### src/rtl/display_scan_driver.sv
// Multiplexed 4-digit 7-segment scanner: per-frame snapshot, blanking gap between digits.
// Optional per-digit blinking when DISPLAY_BLINK_EN is defined (adds blink_mask_i, BLINK_FRAMES).

module display_scan_lane (
  input  logic       clk_i,
  input  logic       rst_n_i,
  input  logic       load_i,
  input  logic [6:0] seg_i,
  output logic [6:0] shadow_o
);
  logic [6:0] shadow_d, shadow_q;

  always_comb begin
    shadow_d = shadow_q;
    if (load_i) shadow_d = seg_i;
  end

  always_ff @(posedge clk_i or negedge rst_n_i) begin
    if (!rst_n_i) shadow_q <= '0;
    else          shadow_q <= shadow_d;
  end

  assign shadow_o = shadow_q;
endmodule

module display_scan_driver #(
  parameter int SCAN_DIV       = 50000,
  parameter int BLANK_CYCLES   = 500,
  parameter bit SEG_ACTIVE_LOW = 1'b1
`ifdef DISPLAY_BLINK_EN
  , parameter int BLINK_FRAMES = 50
`endif
) (
  input  logic       clk_i,
  input  logic       rst_n_i,
  input  logic       enable_i,
  input  logic [6:0] digit1_seg_i,
  input  logic [6:0] digit2_seg_i,
  input  logic [6:0] digit3_seg_i,
  input  logic [6:0] digit4_seg_i,
`ifdef DISPLAY_BLINK_EN
  input  logic [3:0] blink_mask_i,
`endif
  output logic       segment_a_o,
  output logic       segment_b_o,
  output logic       segment_c_o,
  output logic       segment_d_o,
  output logic       segment_e_o,
  output logic       segment_f_o,
  output logic       segment_g_o,
  output logic       digit1_o,
  output logic       digit2_o,
  output logic       digit3_o,
  output logic       digit4_o,
  output logic       frame_start_o
);
  localparam int NUM_DIGITS = 4;
  localparam int CW = (SCAN_DIV > 1) ? $clog2(SCAN_DIV) : 1;
  localparam logic [CW-1:0] SLOT_LAST = CW'(SCAN_DIV - 1);
  localparam logic [CW-1:0] BLANK_END = CW'(BLANK_CYCLES);
  localparam logic [6:0]    SEG_OFF   = {7{SEG_ACTIVE_LOW}};

  logic [CW-1:0] slot_cnt_d, slot_cnt_q;
  logic [1:0]    idx_d, idx_q;
  logic          load_pending_d, load_pending_q;
  logic          frame_start_d, frame_start_q;
  logic [3:0]    digit_d, digit_q;
  logic [6:0]    seg_d, seg_q;
  logic          slot_last, load, in_blank, blanked;

  logic [NUM_DIGITS-1:0][6:0] seg_in, shadow;
  assign seg_in = {digit4_seg_i, digit3_seg_i, digit2_seg_i, digit1_seg_i};

  for (genvar k = 0; k < NUM_DIGITS; k++) begin : g_lane
    display_scan_lane u_lane (
      .clk_i    (clk_i),
      .rst_n_i  (rst_n_i),
      .load_i   (load),
      .seg_i    (seg_in[k]),
      .shadow_o (shadow[k])
    );
  end

  if (BLANK_CYCLES == 0) begin : g_noblank
    assign in_blank = 1'b0;
  end else begin : g_blank
    assign in_blank = (slot_cnt_q < BLANK_END);
  end

  // Counters and snapshot control
  always_comb begin
    slot_last      = (slot_cnt_q == SLOT_LAST);
    load           = enable_i && (load_pending_q || (slot_last && idx_q == 2'd3));
    slot_cnt_d     = slot_cnt_q;
    idx_d          = idx_q;
    load_pending_d = load_pending_q;
    if (enable_i) begin
      slot_cnt_d = slot_last ? '0 : slot_cnt_q + 1'b1;
      if (slot_last) idx_d = idx_q + 2'd1;
    end
    if (load) load_pending_d = 1'b0;
    frame_start_d = load;
  end

`ifdef DISPLAY_BLINK_EN
  localparam int FW = $clog2(BLINK_FRAMES + 1);
  localparam logic [FW-1:0] FC_TOP = FW'(BLINK_FRAMES);
  logic [FW-1:0] frame_cnt_d, frame_cnt_q;
  logic          blink_phase_d, blink_phase_q;

  // The power-on snapshot opens frame 1, so the first flip lands at the start of frame BLINK_FRAMES+1.
  always_comb begin
    frame_cnt_d   = frame_cnt_q;
    blink_phase_d = blink_phase_q;
    if (load) begin
      if (frame_cnt_q == FC_TOP) begin
        frame_cnt_d   = FW'(1);
        blink_phase_d = ~blink_phase_q;
      end else begin
        frame_cnt_d = frame_cnt_q + 1'b1;
      end
    end
  end

  always_ff @(posedge clk_i or negedge rst_n_i) begin
    if (!rst_n_i) begin
      frame_cnt_q   <= '0;
      blink_phase_q <= 1'b0;
    end else begin
      frame_cnt_q   <= frame_cnt_d;
      blink_phase_q <= blink_phase_d;
    end
  end

  assign blanked = blink_phase_q && blink_mask_i[idx_q];
`else
  assign blanked = 1'b0;
`endif

  // Output decode; XOR with SEG_OFF applies the segment polarity
  always_comb begin
    digit_d = '1;
    seg_d   = SEG_OFF;
    if (enable_i && !in_blank) begin
      if (!blanked) digit_d[idx_q] = 1'b0;
      seg_d = shadow[idx_q] ^ SEG_OFF;
    end
  end

  always_ff @(posedge clk_i or negedge rst_n_i) begin
    if (!rst_n_i) begin
      slot_cnt_q     <= '0;
      idx_q          <= '0;
      load_pending_q <= 1'b1;
      frame_start_q  <= 1'b0;
      digit_q        <= '1;
      seg_q          <= SEG_OFF;
    end else begin
      slot_cnt_q     <= slot_cnt_d;
      idx_q          <= idx_d;
      load_pending_q <= load_pending_d;
      frame_start_q  <= frame_start_d;
      digit_q        <= digit_d;
      seg_q          <= seg_d;
    end
  end

  assign segment_a_o   = seg_q[0];
  assign segment_b_o   = seg_q[1];
  assign segment_c_o   = seg_q[2];
  assign segment_d_o   = seg_q[3];
  assign segment_e_o   = seg_q[4];
  assign segment_f_o   = seg_q[5];
  assign segment_g_o   = seg_q[6];
  assign digit1_o      = digit_q[0];
  assign digit2_o      = digit_q[1];
  assign digit3_o      = digit_q[2];
  assign digit4_o      = digit_q[3];
  assign frame_start_o = frame_start_q;
endmodule

### config.mk
export PLATFORM = sky130hd
export DESIGN_NAME = display_scan_driver
export DESIGN_NICKNAME = d
export VERILOG_FILES = /design/src/rtl/display_scan_driver.sv
export SDC_FILE = /design/constraint.sdc
export NUM_CORES = 1
export LEC_CHECK = 0
export CAP_MARGIN = 20
export CORE_MARGIN = 2
export CORE_UTILIZATION = 45
export CTS_BUF_LIST = sky130_fd_sc_hd__clkbuf_4 sky130_fd_sc_hd__clkbuf_8 sky130_fd_sc_hd__clkbuf_16
export DETAILED_ROUTE_END_ITERATION = 7
export PLACE_DENSITY = 0.66
export SYNTH_ARGS = -nofsm -noshare
export SYNTH_HDL_FRONTEND = slang
export SYNTH_SLANG_ARGS = --single-unit
### constraint.sdc
create_clock -name clk_i -period 2.9 [get_ports clk_i]
set_input_delay 0.58 -clock clk_i [delete_from_list [all_inputs] [get_ports clk_i]]
set_output_delay 0.58 -clock clk_i [all_outputs]
set_load 0.02 [all_outputs]
==> impl_metrics.env <==
export IMPL_fin_crit_ps=2130
export IMPL_combPwrFrac_pct=8.8
export IMPL_p_switching_mw=0.439
export IMPL_yosys_warnings=0
export IMPL_synth_area_leaders="dfrtp_1 45%, dfstp_2 12%, mux2_2 8.3%"
export IMPL_dominantRegCellSynth="dfrtp_1"
export IMPL_powerDensity_nw_per_um2=558
export IMPL_finalMaxSlewViolations=0
export IMPL_synth_distinct_cells=31
export IMPL_rsz0062_at_grt="no"
export IMPL_status="complete, no violations"
export IMPL_grt_use_total_pct=16.8
export IMPL_port_buffers=42
export IMPL_gr_total_overflow=0
export IMPL_synth_edf_count=0
export IMPL_yosysTopAreaCell="dfrtp_1"
export IMPL_final_setup_viol_count=0
export IMPL_cts_sinks=59
export IMPL_via_per_inst=5.13
export IMPL_utilization_pct=59.1
export IMPL_clk_insertion_delay_late_ps=330
export IMPL_rr_startpoint="slot_cnt_q[0]$_DFFE_PN0P_"
export IMPL_dr_first_iter_drc_count=43
export IMPL_ys_ff_latch=59
export IMPL_grt_pass1_wl_um=7990
export IMPL_cpPeakStageDelay_ps=480
export IMPL_rows=27
export IMPL_worstPathRequired_ps=3110
export IMPL_p_clk_share_pct=40.5
export IMPL_wl_per_cell_um=15.5
export IMPL_fillers=465
export IMPL_initial_utilization_pct=46.7
export IMPL_ant_nets=0
export IMPL_path_clk_slew_ps=60
export IMPL_layout_nets=267
export IMPL_synth_fp_nets=218
export IMPL_p_leak_nw=1.54
export IMPL_worst_slew_pin_slew_ps=911
export IMPL_ys_seq_area_share_pct=57.6
export IMPL_grt_max_degree=43
export IMPL_clk_path_buf_depth=2
export IMPL_cts_setup_buffers=0
export IMPL_io_pins=43
export IMPL_cp_cell_sequence="clkdlybuf4s50_1 -> and4_1 -> and4_4 -> a22oi_2 -> buf_12 -> mux2_4"
export IMPL_cts_buffers_inserted=9
export IMPL_fin_crit_sh_pct=73.4
export IMPL_end_kind="register"
export IMPL_max_cap_violations=0
export IMPL_clock_skew_final_ps=9.08
export IMPL_dp_final_hpwl_um=3320
export IMPL_reg2reg_slack_ps=900
export IMPL_syn_inst=182
export IMPL_cts_htree_levels=3
export IMPL_irDropWorstVdd_mv=0.377
export IMPL_swShare_pct=24.0
export IMPL_drt_pass1_iter_count=4
export IMPL_critical_path_arrival_ps=2340
export IMPL_min_path_type="in2async"
export IMPL_syn_to_final_growth_pct=26.6
export IMPL_grt_antenna_before_repair=0
export IMPL_syn_cell_area_um2=2590
export IMPL_gp_congestion=0.841
export IMPL_startpoint_type="primary input"
export IMPL_async_flop_share_pct=100
export IMPL_drive_above_1_share_pct=30.9
export IMPL_die_area_um2=6370
export IMPL_fin_hold_ws_ps=382
export IMPL_clock_fmax_mhz=470
export IMPL_setup_tns_ps=0
export IMPL_slowest_stage="clkdlybuf4s50_1"
export IMPL_internal_power_mw=1.39
export IMPL_tritoncts="built"
export IMPL_hold_violations=0
export IMPL_critical_path_class="in2reg"
export IMPL_n_antenna_cell=0
export IMPL_slew_limit_headroom_pct=39.2
export IMPL_cp_max_fo=29
export IMPL_wl_um=4760
export IMPL_vias=1579
export IMPL_cts_resized=0
export IMPL_cts_root_buffer="clkbuf_8"
export IMPL_die_h_um=79.8
export IMPL_r2r_end="g_lane[3].u_lane.shadow_o[1]$_DFFE_PN0P_"
export IMPL_drc=0
export IMPL_syn_area_per_cell_um2=14.2
export IMPL_hold_buffers=0
export IMPL_synth_top_area_share_pct=45.5
export IMPL_fp_dieW_um=79.8
export IMPL_power_frac_seq_pct=50.6
export IMPL_grt_pass1_vias=1688
export IMPL_coreArea_um2=5540
export IMPL_worstRegToRegCells=6
[final cells by class]
| cell class | instances | area [um^2] | area share (%) |
|---|---|---|---|
| clock buffer | 11 | 145 | 4.43 |
| clock inverter | 5 | 52.6 | 1.60 |
| inverter | 4 | 15.0 | 0.458 |
| multi-input combinational | 110 | 1020 | 31.0 |
| sequential | 59 | 1490 | 45.5 |
| tap | 72 | 90.1 | 2.75 |
| timing repair buffer | 47 | 465 | 14.2 |
[worst max-delay path by stage]
stage,slack [ps],cells after the start,to,startpoint
after floorplan,830,8,g_lane[0].u_lane.shadow_o[0]$_DFFE_PN0P_,enable_i
after global placement,460,6,g_lane[0].u_lane.shadow_o[0]$_DFFE_PN0P_,enable_i
final,770,6,g_lane[1].u_lane.shadow_o[3]$_DFFE_PN0P_,enable_i
after CTS,790,6,g_lane[0].u_lane.shadow_o[4]$_DFFE_PN0P_,enable_i
after global routing,700,6,g_lane[0].u_lane.shadow_o[4]$_DFFE_PN0P_,enable_i
after detailed placement,430,6,g_lane[0].u_lane.shadow_o[4]$_DFFE_PN0P_,enable_i
[critical path: cells and delay by family]
kind / cells / cell delay [ps]
AOI/OAI and AO/OA: 1 / 90
buffers and inverters: 2 / 670
and+or+nand+nor: 2 / 690
muxes: 1 / 300
[synthesized netlist by cell type (2+ instances only)]
master / number
ha_1: 5
and2_1: 2
nand2_1: 19
nand4_1: 5
xor2_1: 3
dfrtp_1: 47
xnor2_1: 11
mux2i_1: 3
inv_1: 4
mux2_4: 9
mux2_2: 19
clkbuf_1: 3
nand3_1: 2
nor2_1: 8
dfstp_2: 12
buf_6: 3
mux4_2: 7
and3_1: 3
nor3_1: 2
and4_1: 3
buf_4: 2
[cell usage in the layout, fill, tap and decap left out, drive strengths merged, types with 4 or more instances in the layout]
cell	synthesis	routed
dfrtp	47	47
clkdlybuf4s50	0	41
mux2	28	28
nand2	19	19
dfstp	12	12
xnor2	11	11
clkbuf	3	11
nor2	8	8
mux4	7	7
buf	6	6
nand4	5	5
ha	5	5
inv	4	4
and4	4	4
[state kept, by name, summed over array words and instances, names as in the netlist]
register,cells
g_lane.u_lane.shadow_o,28
slot_cnt_q,16
seg_q,7
digit_q,4
idx_q,2
frame_start_o,1
load_pending_q,1
[stage by stage]
stage | setup slack, ps | cells | area [um^2] | total power [mW]
floorplan | 826 | 182 | 2590 | 1.01
global placement | 457 | 292 | 3080 | 1.09
detailed placement | 429 | 292 | 3080 | 1.10
CTS | 795 | 308 | 3280 | 1.85
global route | 702 | 308 | 3280 | 1.91
finish | 772 | 308 | 3280 | 1.83
[kinds of logic after synthesis]
logic type,after synthesis,synth area share (%)
compound gates,4,1.21
xor+xnor,14,4.74
fa+ha+maj,5,2.42
buf+inv,13,3.09
flops,59,57.6
mux,38,20.7
simple gates,49,10.2
[power groups by stage]
stage                     clock network (mW)  registers [mW]  logic, mW
after global placement                     0           0.937      0.155
final                                  0.741           0.926      0.162
after detailed placement                   0           0.939      0.161
after floorplan                            0           0.925     0.0881
after global routing                   0.800           0.934      0.181
after CTS                              0.759           0.924      0.164
[metal layers]
metal  track usage [%]  part of all wire [%]  routed length [um]  vias to the layer above
li1                  -                     -                   -                      733
met4              8.64                   1.5                  70                        0
met1              22.6                    47                2250                      804
met5                 0                     0                   0                        -
met2              25.6                    47                2260                       35
met3              3.73                   3.8                 180                        7
Note: power is estimated with default switching activity, not from simulation.
